<file path="src/rtl/mrd_bank_sched_n.sv">
// N-bank round-robin scheduler: steers input, the shared radix core and output
// onto memory banks in strict frame order, tracking a per-bank life cycle.
module mrd_bank_sched_n #(
  parameter int NBANK = 2,
  parameter int IDXW  = 1
) (
  input  logic                 clk,
  input  logic                 rst_n,
  input  logic                 sink_valid,
  input  logic                 sink_sop,
  input  logic                 sink_eop,
  output logic                 sink_ready,
  output logic [IDXW-1:0]      sw_in,
  output logic [IDXW-1:0]      sw_calc,
  output logic [IDXW-1:0]      sw_out,
  output logic [NBANK-1:0]     calc_start,
  input  logic [NBANK-1:0]     calc_done,
  output logic [NBANK-1:0]     drain_start,
  input  logic [NBANK-1:0]     drain_done,
  output logic [2*NBANK-1:0]   bank_state,
  output logic [3:0]           frames_busy,
  output logic [2:0]           err
);

  localparam int PW = (NBANK > 1) ? $clog2(NBANK) : 1;

  typedef enum logic [1:0] {
    EMPTY = 2'd0,
    LOAD  = 2'd1,
    CALC  = 2'd2,
    DRAIN = 2'd3
  } bank_st_t;

  bank_st_t          state_q [NBANK];
  bank_st_t          state_d [NBANK];
  logic [NBANK-1:0]  issued_q, issued_d;
  logic [NBANK-1:0]  done_q, done_d;
  logic              busy_q, busy_d;
  logic [PW-1:0]     in_ptr_q, in_ptr_d;
  logic [PW-1:0]     calc_ptr_q, calc_ptr_d;
  logic [PW-1:0]     out_ptr_q, out_ptr_d;
  logic [2:0]        err_q, err_d;

  bank_st_t          cur_in;
  logic              accept;
  logic              calc_fire;
  logic              drain_fire;

  function automatic logic [PW-1:0] nxt(input logic [PW-1:0] p);
    return (p == PW'(NBANK - 1)) ? '0 : p + 1'b1;
  endfunction

  always_ff @(posedge clk or negedge rst_n) begin
    if (!rst_n) begin
      for (int k = 0; k < NBANK; k++) state_q[k] <= EMPTY;
      issued_q   <= '0;
      done_q     <= '0;
      busy_q     <= 1'b0;
      in_ptr_q   <= '0;
      calc_ptr_q <= '0;
      out_ptr_q  <= '0;
      err_q      <= '0;
    end else begin
      for (int k = 0; k < NBANK; k++) state_q[k] <= state_d[k];
      issued_q   <= issued_d;
      done_q     <= done_d;
      busy_q     <= busy_d;
      in_ptr_q   <= in_ptr_d;
      calc_ptr_q <= calc_ptr_d;
      out_ptr_q  <= out_ptr_d;
      err_q      <= err_d;
    end
  end

  // Only the out_ptr bank can be DRAIN, so a CALC bank there means the output is idle.
  always_comb begin
    cur_in     = state_q[in_ptr_q];
    sink_ready = (cur_in == EMPTY) || (cur_in == LOAD);
    accept     = sink_valid && sink_ready;
    calc_fire  = !busy_q && (state_q[calc_ptr_q] == CALC) && !issued_q[calc_ptr_q];
    drain_fire = (state_q[out_ptr_q] == CALC) && done_q[out_ptr_q];
  end

  always_comb begin
    for (int k = 0; k < NBANK; k++) state_d[k] = state_q[k];
    issued_d   = issued_q;
    done_d     = done_q;
    busy_d     = busy_q;
    in_ptr_d   = in_ptr_q;
    calc_ptr_d = calc_ptr_q;
    out_ptr_d  = out_ptr_q;
    err_d      = err_q;

    if (accept) begin
      if (cur_in == EMPTY && !sink_sop) begin
        err_d[0] = 1'b1;
      end else begin
        if (cur_in == LOAD && sink_sop) err_d[0] = 1'b1;
        if (sink_eop) begin
          state_d[in_ptr_q] = CALC;
          in_ptr_d          = nxt(in_ptr_q);
        end else begin
          state_d[in_ptr_q] = LOAD;
        end
      end
    end

    if (calc_fire) begin
      busy_d               = 1'b1;
      issued_d[calc_ptr_q] = 1'b1;
    end

    for (int k = 0; k < NBANK; k++) begin
      if (calc_done[k]) begin
        if (PW'(k) == calc_ptr_q && busy_q) begin
          busy_d     = 1'b0;
          done_d[k]  = 1'b1;
          calc_ptr_d = nxt(calc_ptr_q);
        end else begin
          err_d[1] = 1'b1;
        end
      end
    end

    if (drain_fire) state_d[out_ptr_q] = DRAIN;

    for (int k = 0; k < NBANK; k++) begin
      if (drain_done[k]) begin
        if (PW'(k) == out_ptr_q && state_q[k] == DRAIN) begin
          state_d[k]  = EMPTY;
          issued_d[k] = 1'b0;
          done_d[k]   = 1'b0;
          out_ptr_d   = nxt(out_ptr_q);
        end else begin
          err_d[2] = 1'b1;
        end
      end
    end
  end

  always_comb begin
    calc_start  = '0;
    drain_start = '0;
    if (calc_fire)  calc_start[calc_ptr_q]  = 1'b1;
    if (drain_fire) drain_start[out_ptr_q]  = 1'b1;
  end

  always_comb begin
    bank_state  = '0;
    frames_busy = '0;
    for (int k = 0; k < NBANK; k++) begin
      bank_state[2*k +: 2] = state_q[k];
      if (state_q[k] != EMPTY) frames_busy = frames_busy + 4'd1;
    end
  end

  assign sw_in   = IDXW'(in_ptr_q);
  assign sw_calc = IDXW'(calc_ptr_q);
  assign sw_out  = IDXW'(out_ptr_q);
  assign err     = err_q;

endmodule

</file>
<file path="config.mk">
export PLATFORM = sky130hd
export DESIGN_NAME = mrd_bank_sched_n
export DESIGN_NICKNAME = d
export VERILOG_FILES = /design/src/rtl/mrd_bank_sched_n.sv
export SDC_FILE = /design/constraint.sdc
export NUM_CORES = 1
export LEC_CHECK = 0
export BUFFER_PORTS_ARGS = -buffer_cell sky130_fd_sc_hd__buf_2
export CORE_MARGIN = 5
export CORE_UTILIZATION = 48
export DETAILED_ROUTE_END_ITERATION = 10
export PLACE_DENSITY = 0.77
export SYNTH_ARGS = -nofsm -noshare
export SYNTH_HDL_FRONTEND = slang
export SYNTH_SLANG_ARGS = --single-unit
</file>
<file path="constraint.sdc">
create_clock -name clk -period 1.7 [get_ports clk]
set_input_delay 0.34 -clock clk [delete_from_list [all_inputs] [get_ports clk]]
set_output_delay 0.34 -clock clk [all_outputs]
set_load 0.02 [all_outputs]
</file>
* After elaboration in Yosys (flattened, before gate mapping)
Index checks and enable logic that the tools add are counted.
** Operators by class
- Add/subtract/negate cells :: 4
- Order comparisons :: 9
- Eq/ne operators :: 5
- Muxes and demuxes :: 72
- Bitwise operators :: 14
- Reduce and logical (&&, ||, !) cells :: 24
** Operators with widths (count)
- $mux 1 :: 45
- $mux 2 :: 18
- $mux 4 :: 5
- $logic_and 1x1->1 :: 14
- $eq 2x2->1 const B :: 4
- $ge 2x2->1 const B :: 3
- $not 1->2 :: 3
- $or 2x2->2 :: 3
- $reduce_bool 2->1 :: 3
- $and 2x2->2 :: 2
- $demux 2 s1 :: 2
- $lt 1x2->1 const B :: 2
- $lt 2x1->1 const B :: 2
- $not 2->2 :: 2
- $or 4x4->4 :: 1
- $add 1x1->1 const B :: 3
- $logic_not 1->1 :: 3
- $not 1->1 :: 3
- $reduce_and 3->1 :: 1
- $add 1x1->2 const B :: 1
- $demux 1 s1 :: 2
- $eq 2x1->1 const B :: 1
- $ge 1x1->1 const B :: 2
- $logic_not 2->1 :: 1
- 2 further kinds :: 2
** Word-level totals
- Bits in registers :: 15
- Input port bits :: 9
- Output and inout bits :: 19
- Logic and storage cells :: 138

* Depth between registers and ports, before layout
Gate-level depths: netlist of the first run.
- Word-level depth :: 14
- Depth in mapped cells :: 4
- Gate-level depth less buffers :: 3

* Least setup slack after synthesis of the first run
No wires, ideal clock.
- Path type :: register -> output
- Start :: register state_q (netlist bit bank_state[0])
- End :: output port drain_start[0]
- Arrival time :: 1.399 ns
- Data required time :: 1.360 ns
- Path slack :: -0.039 ns
- Stages on the path, launching flop included :: 3
- Buffers on the path :: 1
- Cells stage by stage :: dfrtp_1 -> clkbuf_2 -> nor4bb_1
** Between the ends
- Word-level cells in the longest chain between the ends :: 6
** Ends and longest elaborated chain
- start: declaration :: line 34 : bank_st_t state_q [NBANK];
- $mux 2 (not written as such) (3 in series) :: line 81 : drain_fire = (state_q[out_ptr_q] == CALC) && done_q[out_ptr_q];
- $eq 2x2->1 :: line 81
- $logic_and 1x1->1 :: line 81
- $mux 2 :: line 145 : if (drain_fire) drain_start[out_ptr_q] = 1'b1;
- end: declaration :: line 18 : output logic [NBANK-1:0] drain_start,
Every way passes these cells. The select of a mux whose other input is x is not followed.

* Worst setup path in the final report of the first run
- Start :: register issued_q[0]
- End :: output port calc_start[0]
** Between the ends
- Word-level cells in the longest chain between the ends :: 5
** Ends and longest elaborated chain
- start: declaration :: line 36 : logic [NBANK-1:0] issued_q, issued_d;
- start signal: assignment :: line 65 : issued_q <= issued_d;
- $mux 1 (not written as such) (2 in series) :: line 80 : calc_fire = !busy_q && (state_q[calc_ptr_q] == CALC) && !issued_q[calc_ptr_q];
- $logic_not 1->1 :: line 80
- $logic_and 1x1->1 :: line 80
- $mux 2 :: line 144 : if (calc_fire) calc_start[calc_ptr_q] = 1'b1;
- end: declaration :: line 16 : output logic [NBANK-1:0] calc_start,
Every way passes these cells. The select of a mux whose other input is x is not followed.

==> impl_metrics.py, run 1 <==
metrics = {
    "synthesis": {
        "synth_top_area_cell": "dfrtp_1",
        "synth_edf_count": 0,
        "yosysSeqAreaShare_pct": 45.45,
        "ys.flop_type": "dfrtp_1",
        "synth.area.top_cells": "dfrtp_1 (45%), nor2_1 (5.0%), mux2i_1 (4.8%)",
        "ys_seq_elements": 15,
        "ys_warn_count": 0,
        "synthesis.area_sq_um": 825.8,
        "netlist.area_leader.share_pct": 45.45,
        "syn_inst": 84,
        "synthArstFlopShare_pct": 100.0,
        "postSynthAreaPerCell_sq_um": 9.831,
        "synthDistinctLibCells": 36,
    },
    "route": {
        "finalWirelength_um": 1983,
        "vias": 717,
        "via_per_inst": 5.351,
        "first_pass_iters": 4,
        "drt_iter0_markers": 3,
        "drc_errors": 0,
        "drtAntennaViolNets": 0,
        "post_drt_wl_per_cell_um": 14.80,
    },
    "worst_setup_path": {
        "startpoint_type": "flip-flop",
        "arrival_ns": 1.49,
        "critPathCaptureType": "primary output",
        "path_buf_inv": 1,
        "cp.required_ns": 1.36,
        "startpoint": "issued_q[0]$_DFF_PN0_",
        "critPathKind": "reg -> out",
        "cp_max_fo": 2,
        "r2r-start": "issued_q[0]$_DFF_PN0_",
        "cp_top_family": "simple AND/OR/NAND/NOR gates",
        "critical_path.max_stage_delay_ns": 0.57,
        "crit_slowest_cell": "or4b_4",
        "cp_cell_sequence": "or4b_4 > nor2_4 > buf_6",
    },
    "cts": {
        "cts.sinks": 15,
        "clockBufferDepth": 2,
        "numCtsBuffers": 3,
        "clk_pin_slew_ns": 0.10,
        "clk_latency_ns": 0.28,
        "htreeDepth": 1,
        "clockRootBuffer": "clkbuf_4",
        "tritoncts": "yes",
    },
    "timing": {
        "fin_skew_ns": 0.003127,
        "fin_crit_sh_pct": 107.5,
        "max_freq_mhz": 547.1,
        "setup_ws_ns": -0.1277,
        "period_minus_slack_ns": 1.828,
        "hold_viol": 0,
        "slew_violations": 0,
        "setup_viol": 4,
        "rsz0062_at_grt": "yes",
    },
    "global_route": {
        "grt_use_total_pct": 16.26,
        "grt_pass1_vias": 686,
        "grt-ovfl-total": 0,
        "grt_max_degree": 16,
        "grt_antenna_before_repair": 0,
        "grt_pass1_wl_um": 3236,
    },
    "floorplanning": {
        "start_util_pct": 48.89,
        "dieWidth_um": 51.48,
        "fp-row-count": 15,
        "die-area_sq_um": 2650,
        "die_y_um": 51.48,
        "pin_count": 28,
        "core_sq_um": 1689,
    },
    "cells_and_area": {
        "area_delta_synth_final_pct": 31.51,
        "drive_gt1_share_pct": 42.74,
        "fin_util_pct": 64.30,
        "finalNonFillerCells": 134,
        "layout.nets": 128,
        "num_antenna_cells": 0,
        "num-fill-cells": 143,
    },
    "status": {
        "status": "complete, but fails checks",
        "violations": "negative setup slack",
    },
    "pwr": {
        "total_power_mw": 2.164,
        "ir_drop_v": 0.0008996,
        "powerDensity_nw_per_um2": 1992,
        "cellLeakagePower_nw": 0.5069,
    },
    "placed_design": {
        "gp_congestion": 0.8279,
        "dp_hpwl_um": 1385,
        "port_buffers": 25,
        "dp.cells": 123,
    },
    "worst_hold_path": {
        "hp-class": "in -> reg",
        "worstHoldStart": "drain_done[0]",
    },
    "job": {
        "cap_viol_max_count": 0,
    },
}
==> layout by cell type (no fill, tap or decap), drive strengths merged <==
cell / n
a21o: 1
a21oi: 3
a221o: 1
a31o: 1
a31oi: 4
buf: 35
clkbuf: 3
clkinv: 1
conb: 2
dfrtp: 15
dlygate4sd3: 1
ha: 1
inv: 4
mux2i: 4
nand2: 5
nand2b: 1
nand3: 2
nand3b: 1
nand4: 1
nand4b: 1
nand4bb: 1
nor2: 12
nor3: 1
nor4bb: 1
o2111ai: 1
o211ai: 1
o21a: 4
o21bai: 1
o311a: 1
o31ai: 1
o41ai: 2
or2: 2
or4b: 1
xor2: 1
==> cells in the mapped netlist, types with 2 or more instances <==
| cell type | instances |
|---|---|
| nor2_1 | 11 |
| o41ai_1 | 2 |
| nand2_1 | 5 |
| buf_4 | 3 |
| a31oi_1 | 4 |
| mux2i_1 | 4 |
| or2_2 | 2 |
| nand3_1 | 2 |
| a21oi_1 | 3 |
| inv_1 | 4 |
| dfrtp_1 | 15 |
| clkbuf_1 | 2 |
| o21a_1 | 4 |
==> final cells by class <==
type | count | area, sq um | area share [%]
tap | 17 | 21.27 | 1.959
clock buffer | 3 | 22.52 | 2.074
clock inverter | 1 | 5.005 | 0.4608
multi-input combinational | 58 | 415.4 | 38.25
timing repair buffer | 36 | 227.7 | 20.97
inverter | 4 | 15.01 | 1.382
sequential | 15 | 379.1 | 34.91
==> state kept, by name, indices dropped and copies added (netlist names) <==
signal	count
bank_state	4
err	3
done_q	2
issued_q	2
busy_q	1
sw_calc	1
sw_in	1
sw_out	1
==> worst paths after layout <==
path                                            to  slack, ns  cells past startpoint
hold / removal                    err[2]$_DFF_PN0_       0.32                      2
hold reg to reg                   err[1]$_DFF_PN0_       0.47                      1
max in group asynchronous  bank_state[2]$_DFF_PN0_       0.95                      2
setup reg to reg             issued_q[0]$_DFF_PN0_       0.46                      3
setup / recovery                     calc_start[0]      -0.13                      3
min in group asynchronous         err[2]$_DFF_PN0_       0.48                      2
==> worst register-to-register path, stage by stage (launching register included) <==
cell and delay, ns:
dfrtp_1 0.40, or4b_4 0.57, nor2_4 0.11, o21a_1 0.11
==> power breakdown <==
group / total (mW) / internal [mW] / switching (mW)
clock: 0.216 / 0.0873 / 0.128
sequential: 0.716 / 0.509 / 0.207
combinational: 1.23 / 0.604 / 0.628
total: 2.16 / 1.20 / 0.963
==> repair_timing <==
item / CTS / global route
hold buffers: 1 / 0
setup buffers: 2 / 4
pin swaps: 1 / 0
setup endpoints to repair: 5 / 7
gates resized for setup: 8 / 3
endpoints found under the hold margin: 15 / 0
cloned: 0 / 0
==> stage by stage <==
step                worst slack [ns]  setup TNS, ns  hold WS, ns  cell area (sq um)
global route                 -0.1780        -0.4567       0.3266               1086
finish                       -0.1277        -0.2427       0.3194               1086
detailed placement            0.1539              0       0.2665              960.9
floorplan                    0.06582              0      0.04441              835.8
CTS                          -0.1160        -0.2126       0.3221               1051
global placement              0.1709              0       0.2605              960.9
==> logic make-up after synthesis <==
logic type               after synthesis  synth area share, %
AND/OR/NAND/NOR                       29                19.70
adder cells (fa/ha/maj)                1                1.515
buffers and inverters                 12                8.029
other                                  1               0.4541
multiplexers                           4                4.849
flip-flops                            15                45.45
AO/OA/AOI/OAI                         21                18.94
XOR/XNOR                               1                1.061
==> metal layers <==
layer	track usage, %	wire [um]	part of all wire (%)
met5	0	0	0
met4	6.550	0	0
met3	1.749	60	3.0
met2	25.00	961	48
met1	23.09	961	48
Power figures use the tool's default switching activity.
==> run 2, diff against run 1 <==
--- a/config.mk
+++ b/config.mk
@@ -7,9 +7,9 @@
 export LEC_CHECK = 0
 export BUFFER_PORTS_ARGS = -buffer_cell sky130_fd_sc_hd__buf_2
 export CORE_MARGIN = 5
-export CORE_UTILIZATION = 48
+export CORE_UTILIZATION = 45
 export DETAILED_ROUTE_END_ITERATION = 10
-export PLACE_DENSITY = 0.77
+export PLACE_DENSITY = 0.73
 export SYNTH_ARGS = -nofsm -noshare
 export SYNTH_HDL_FRONTEND = slang
 export SYNTH_SLANG_ARGS = --single-unit
==> impl_metrics.py, run 2 (synthesized netlist as in run 1, its figures left out) <==
metrics = {
    "global_route": {
        "grt_pass1_vias": 656,
        "grt_pass1_wl_um": 2973,
        "grt_use_total_pct": 15.01,
        "grt_max_degree": 16,
        "grt_antenna_before_repair": 0,
        "grt-ovfl-total": 0,
    },
    "placed_design": {
        "dp_hpwl_um": 1465,
        "port_buffers": 25,
        "gp_congestion": 0.8126,
        "postPlaceCellArea_sq_um": 970.9,
    },
    "cts": {
        "clockRootBuffer": "clkbuf_4",
        "clk_pin_slew_ns": 0.09,
        "post_cts.repair.setup_buffers": 0,
        "numCtsBuffers": 3,
        "clockBufferDepth": 2,
        "clk_latency_ns": 0.28,
        "cts.sinks": 15,
        "htreeDepth": 1,
        "tritoncts": "yes",
    },
    "status": {
        "violations": "negative setup slack",
        "status": "complete, but fails checks",
    },
    "timing": {
        "fin_crit_sh_pct": 107.2,
        "setup_ws_ns": -0.1221,
        "hold_viol": 0,
        "period_minus_slack_ns": 1.822,
        "slew_violations": 0,
        "tns_ns": -0.1432,
        "max_freq_mhz": 548.8,
        "setup_viol": 3,
        "fin_skew_ns": 0.001198,
        "rsz0062_at_grt": "yes",
    },
    "cells_and_area": {
        "multiInputGateArea_sq_um": 417.9,
        "drive_gt1_share_pct": 38.74,
        "layout_common_cells": "buf_2 (21), dfrtp_1 (12), nor2_1 (11)",
        "layout.nets": 122,
        "final_area_sq_um": 1056,
        "area_delta_synth_final_pct": 27.88,
        "num-fill-cells": 151,
        "fin_util_pct": 61.16,
        "largest_register_ff_count": 4,
        "num_antenna_cells": 0,
        "seqCellArea_sq_um": 379.1,
        "final_common_cell": "buf_2",
    },
    "worst_setup_path": {
        "startpoint_type": "flip-flop",
        "critPathKind": "reg -> out",
        "critPathCaptureType": "primary output",
        "reg2reg_depth": 3,
        "arrival_ns": 1.48,
        "cp.required_ns": 1.36,
        "cp_max_fo": 7,
        "rrSetupSlack_ns": 0.46,
    },
    "pwr": {
        "p_int_mw": 1.152,
        "seq_power_share_pct": 34.6,
        "swShare_pct": 44.76,
        "p_sw_mw": 0.9334,
        "power_frac_clock_pct": 10.1,
        "ir_drop_v": 0.001340,
        "cellLeakagePower_nw": 0.4796,
        "p_comb_share_pct": 55.4,
        "powerDensity_nw_per_um2": 1975,
    },
    "floorplanning": {
        "core_sq_um": 1727,
        "die_y_um": 52.84,
        "start_util_pct": 47.83,
        "dieWidth_um": 52.84,
        "pin_count": 28,
        "fp-row-count": 15,
        "die-area_sq_um": 2792,
    },
    "route": {
        "vias": 711,
        "post_drt_wl_per_cell_um": 14.38,
        "first_pass_iters": 4,
        "via_per_inst": 5.228,
        "drc_errors": 0,
        "drtAntennaViolNets": 0,
        "finalWirelength_um": 1956,
        "drt_iter0_markers": 11,
    },
    "worst_hold_path": {
        "hp-class": "in -> reg",
        "holdPathStages": 2,
    },
    "job": {
        "cap_viol_max_count": 0,
    },
}
==> run 2: cell types whose count changed in the layout (fill, tap and decap cells not counted) <==
cell / before / now
clkinv_2: 1 / 0
buf_4: 12 / 5
or2_2: 2 / 1
clkbuf_1: 0 / 1
or2_4: 0 / 1
buf_6: 2 / 3
==> run 2: layer usage <==
layer  GRT usage [%]  part of all wire, %  vias to the layer above  wire (um)
met1           19.22                   47                      337        920
met2           22.93                   46                       22        905
li1                -                    -                      350          -
met4           8.936                 0.87                        0         17
met3           3.134                  5.8                        2        113
met5               0                    0                        -          0
==> run 2: layout make-up <==
| type | count | area share [%] |
|---|---|---|
| Multi-Input combinational cell | 58 | 39.57 |
| Sequential cell | 15 | 35.90 |
| Timing Repair Buffer | 30 | 17.65 |
| Tap cell | 25 | 2.962 |
| Clock buffer | 4 | 2.488 |
| Inverter | 4 | 1.422 |
==> run 2: per-stage QoR <==
step,worst slack (ns),hold slack [ns],power (mW),cells
2_1_floorplan,0.06582,0.04441,1.444,85
3_3_place_gp,0.1582,0.2631,1.707,131
3_5_place_dp,0.1567,0.2663,1.734,131
4_1_cts,-0.1402,0.3112,1.982,136
5_1_grt,-0.1649,0.3203,2.216,136
6_report,-0.1221,0.3186,2.085,136
==> run 2: worst paths after layout <==
| check | startpoint | endpoint |
|---|---|---|
| setup / recovery | bank_state[0]$_DFF_PN0_ | calc_start[0] |
| hold / removal | drain_done[0] | err[2]$_DFF_PN0_ |
| setup reg to reg | bank_state[0]$_DFF_PN0_ | issued_q[0]$_DFF_PN0_ |
| hold reg to reg | err[0]$_DFFE_PN0P_ | err[0]$_DFFE_PN0P_ |
| max in group asynchronous | rst_n | bank_state[2]$_DFF_PN0_ |
| min in group asynchronous | rst_n | sw_in$_DFFE_PN0P_ |
==> run 2: critical path, stage by stage, from the launching register on <==
cell and delay [ns]:
dfrtp_2 0.45, or4b_4 0.51, nor2_4 0.11, buf_6 0.12
==> run 2: what timing repair did <==
item | CTS | global route
pin swaps | 0 | 2
resized for setup | 4 | 10
hold buffers | 1 | 0
hold endpoints to repair | 15 | 0
endpoints found under the setup margin | 4 | 5
==> run 2: power by group through the flow <==
stage / logic (mW) / clock network, mW / registers, mW
floorplan: 0.719 / 0 / 0.725
global placement: 1.00 / 0 / 0.706
detailed placement: 1.02 / 0 / 0.717
CTS: 1.06 / 0.213 / 0.714
global route: 1.24 / 0.229 / 0.751
finish: 1.15 / 0.210 / 0.721
==> run 3, diff against run 2 <==
--- a/config.mk
+++ b/config.mk
@@ -5,11 +5,12 @@
 export SDC_FILE = /design/constraint.sdc
 export NUM_CORES = 1
 export LEC_CHECK = 0
-export BUFFER_PORTS_ARGS = -buffer_cell sky130_fd_sc_hd__buf_2
+export BUFFER_PORTS_ARGS = -buffer_cell sky130_fd_sc_hd__buf_4
 export CORE_MARGIN = 5
 export CORE_UTILIZATION = 45
 export DETAILED_ROUTE_END_ITERATION = 10
 export PLACE_DENSITY = 0.73
+export SKIP_LAST_GASP = 1
 export SYNTH_ARGS = -nofsm -noshare
 export SYNTH_HDL_FRONTEND = slang
 export SYNTH_SLANG_ARGS = --single-unit
==> impl_metrics.py, run 3 (synthesized netlist as in run 1, its figures left out) <==
metrics = {
    "placed_design": {
        "pre_cts_ws_ns": 0.1762,
        "dp.cells": 130,
        "dp_hpwl_um": 1393,
        "gp_congestion": 0.7981,
        "postPlaceCellArea_sq_um": 1026,
        "port_buffers": 25,
    },
    "global_route": {
        "grt_pass1_vias": 686,
        "grt_max_degree": 16,
        "grt_use_total_pct": 15.29,
        "grt-ovfl-total": 0,
        "grt_pass1_wl_um": 3091,
        "grt_antenna_before_repair": 0,
    },
    "pwr": {
        "cellLeakagePower_nw": 0.5042,
        "powerDensity_nw_per_um2": 1934,
        "swShare_pct": 43.95,
        "p_int_mw": 1.204,
        "p_sw_mw": 0.9443,
        "power_frac_clock_pct": 9.8,
        "seq_power_share_pct": 34.0,
        "ir_drop_v": 0.001514,
        "total_power_mw": 2.148,
        "p_comb_share_pct": 56.3,
    },
    "route": {
        "finalWirelength_um": 1937,
        "post_drt_wl_per_cell_um": 14.14,
        "first_pass_iters": 4,
        "via_per_inst": 5.263,
        "vias": 721,
        "drt_iter0_markers": 5,
        "drc_errors": 0,
        "drtAntennaViolNets": 0,
    },
    "cts": {
        "clockBufferDepth": 2,
        "clk_pin_slew_ns": 0.09,
        "cts.sinks": 15,
        "numCtsBuffers": 3,
        "htreeDepth": 1,
        "tritoncts": "yes",
        "clockRootBuffer": "clkbuf_4",
        "clk_latency_ns": 0.29,
    },
    "worst_setup_path": {
        "cp.required_ns": 1.36,
        "critPathCaptureType": "primary output",
        "cp_max_fo": 5,
        "startpoint_type": "flip-flop",
        "arrival_ns": 1.48,
        "critPathKind": "reg -> out",
        "r2r-end": "busy_q$_DFF_PN0_",
        "r2r-start": "bank_state[0]$_DFF_PN0_",
        "rrSetupSlack_ns": 0.45,
        "reg2reg_depth": 2,
    },
    "floorplanning": {
        "fp-row-count": 15,
        "die-area_sq_um": 2792,
        "dieWidth_um": 52.84,
        "core_sq_um": 1727,
        "start_util_pct": 47.83,
        "die_y_um": 52.84,
        "pin_count": 28,
    },
    "timing": {
        "rsz0062_at_grt": "yes",
        "period_minus_slack_ns": 1.824,
        "whs_ns": 0.3046,
        "setup_ws_ns": -0.1236,
        "fin_crit_sh_pct": 107.3,
        "hold_viol": 0,
        "setup_viol": 4,
        "max_freq_mhz": 548.4,
        "fin_skew_ns": 0.001674,
        "slew_violations": 0,
    },
    "status": {
        "status": "complete, but fails checks",
        "violations": "negative setup slack",
    },
    "cells_and_area": {
        "finalNonFillerCells": 137,
        "layout_common_cells": "buf_4 (28), dfrtp_1 (12), nor2_1 (11)",
        "final_area_sq_um": 1111,
        "area_delta_synth_final_pct": 34.55,
        "final_common_cell": "buf_4",
        "largest_register_ff_count": 4,
        "layout.nets": 123,
        "num_antenna_cells": 0,
        "drive_gt1_share_pct": 40.18,
    },
    "worst_hold_path": {
        "worstHoldEndpoint": "err[2]$_DFF_PN0_",
        "holdPathStages": 2,
        "hp-class": "in -> reg",
        "worstHoldStart": "drain_done[1]",
    },
    "job": {
        "cap_viol_max_count": 0,
    },
}
## run 3: cell types whose count changed in the layout (fill, tap and decap cells not counted), sizes merged
cell | before | now
buf | 29 | 30
clkbuf | 4 | 3
clkinv | 0 | 1
## run 3: how the worst max path moves through the flow
| stage | slack [ns] | start | end | depth (start not counted) |
|---|---|---|---|---|
| floorplan | 0.07 | sw_calc$_DFF_PN0_ | calc_start[0] | 3 |
| global placement | 0.17 | bank_state[0]$_DFF_PN0_ | calc_start[0] | 3 |
| detailed placement | 0.18 | bank_state[0]$_DFF_PN0_ | calc_start[0] | 3 |
| CTS | -0.11 | issued_q[0]$_DFF_PN0_ | calc_start[0] | 3 |
| global route | -0.17 | bank_state[0]$_DFF_PN0_ | calc_start[0] | 3 |
| finish | -0.12 | bank_state[0]$_DFF_PN0_ | calc_start[0] | 3 |
## run 3: power by group through the flow
stage / combinational, mW / sequential, mW / clock (mW)
after floorplan: 0.719 / 0.725 / 0
after global placement: 1.07 / 0.723 / 0
after detailed placement: 1.09 / 0.726 / 0
after CTS: 1.21 / 0.721 / 0.212
after global routing: 1.31 / 0.757 / 0.237
final: 1.21 / 0.730 / 0.209
## run 3: area by class of cell
| class | instances | area, sq um |
|---|---|---|
| clock buffers | 3 | 22.52 |
| inverters | 4 | 15.01 |
| fillers | 146 | 615.6 |
| well taps | 25 | 31.28 |
| repair buffers | 31 | 242.7 |
| flip-flops and latches | 15 | 379.1 |
| clock inverters | 1 | 5.005 |
| multi-input cells | 58 | 415.4 |
## run 3: metrics by stage
step	util, %	TNS, ns
2_1_floorplan	-	0
3_3_place_gp	59.42	0
3_5_place_dp	59.42	0
4_1_cts	64.28	-0.1889
5_1_grt	64.35	-0.5571
6_report	64.35	-0.2266
## run 3: routing by layer
metal / share of wire, % / GRT usage [%] / vias to the layer above
li1: - / - / 353
met1: 47 / 20.39 / 343
met2: 47 / 22.73 / 20
met3: 5.0 / 3.704 / 5
met4: 1.9 / 7.660 / 0
met5: 0 / 0 / -
## run 3: timing repair
action	4_1_cts	5_1_grt
pin swaps	1	0
buffers inserted	2	1
endpoints found under the hold margin	15	0
endpoints found under the setup margin	5	6
hold buffers	1	0
gates resized for setup	6	1
## run 3: critical path, cell delays in order, from the launching register on
cell     delay, ns
dfrtp_1       0.44
or4b_4        0.52
nor2_4        0.11
buf_6         0.12
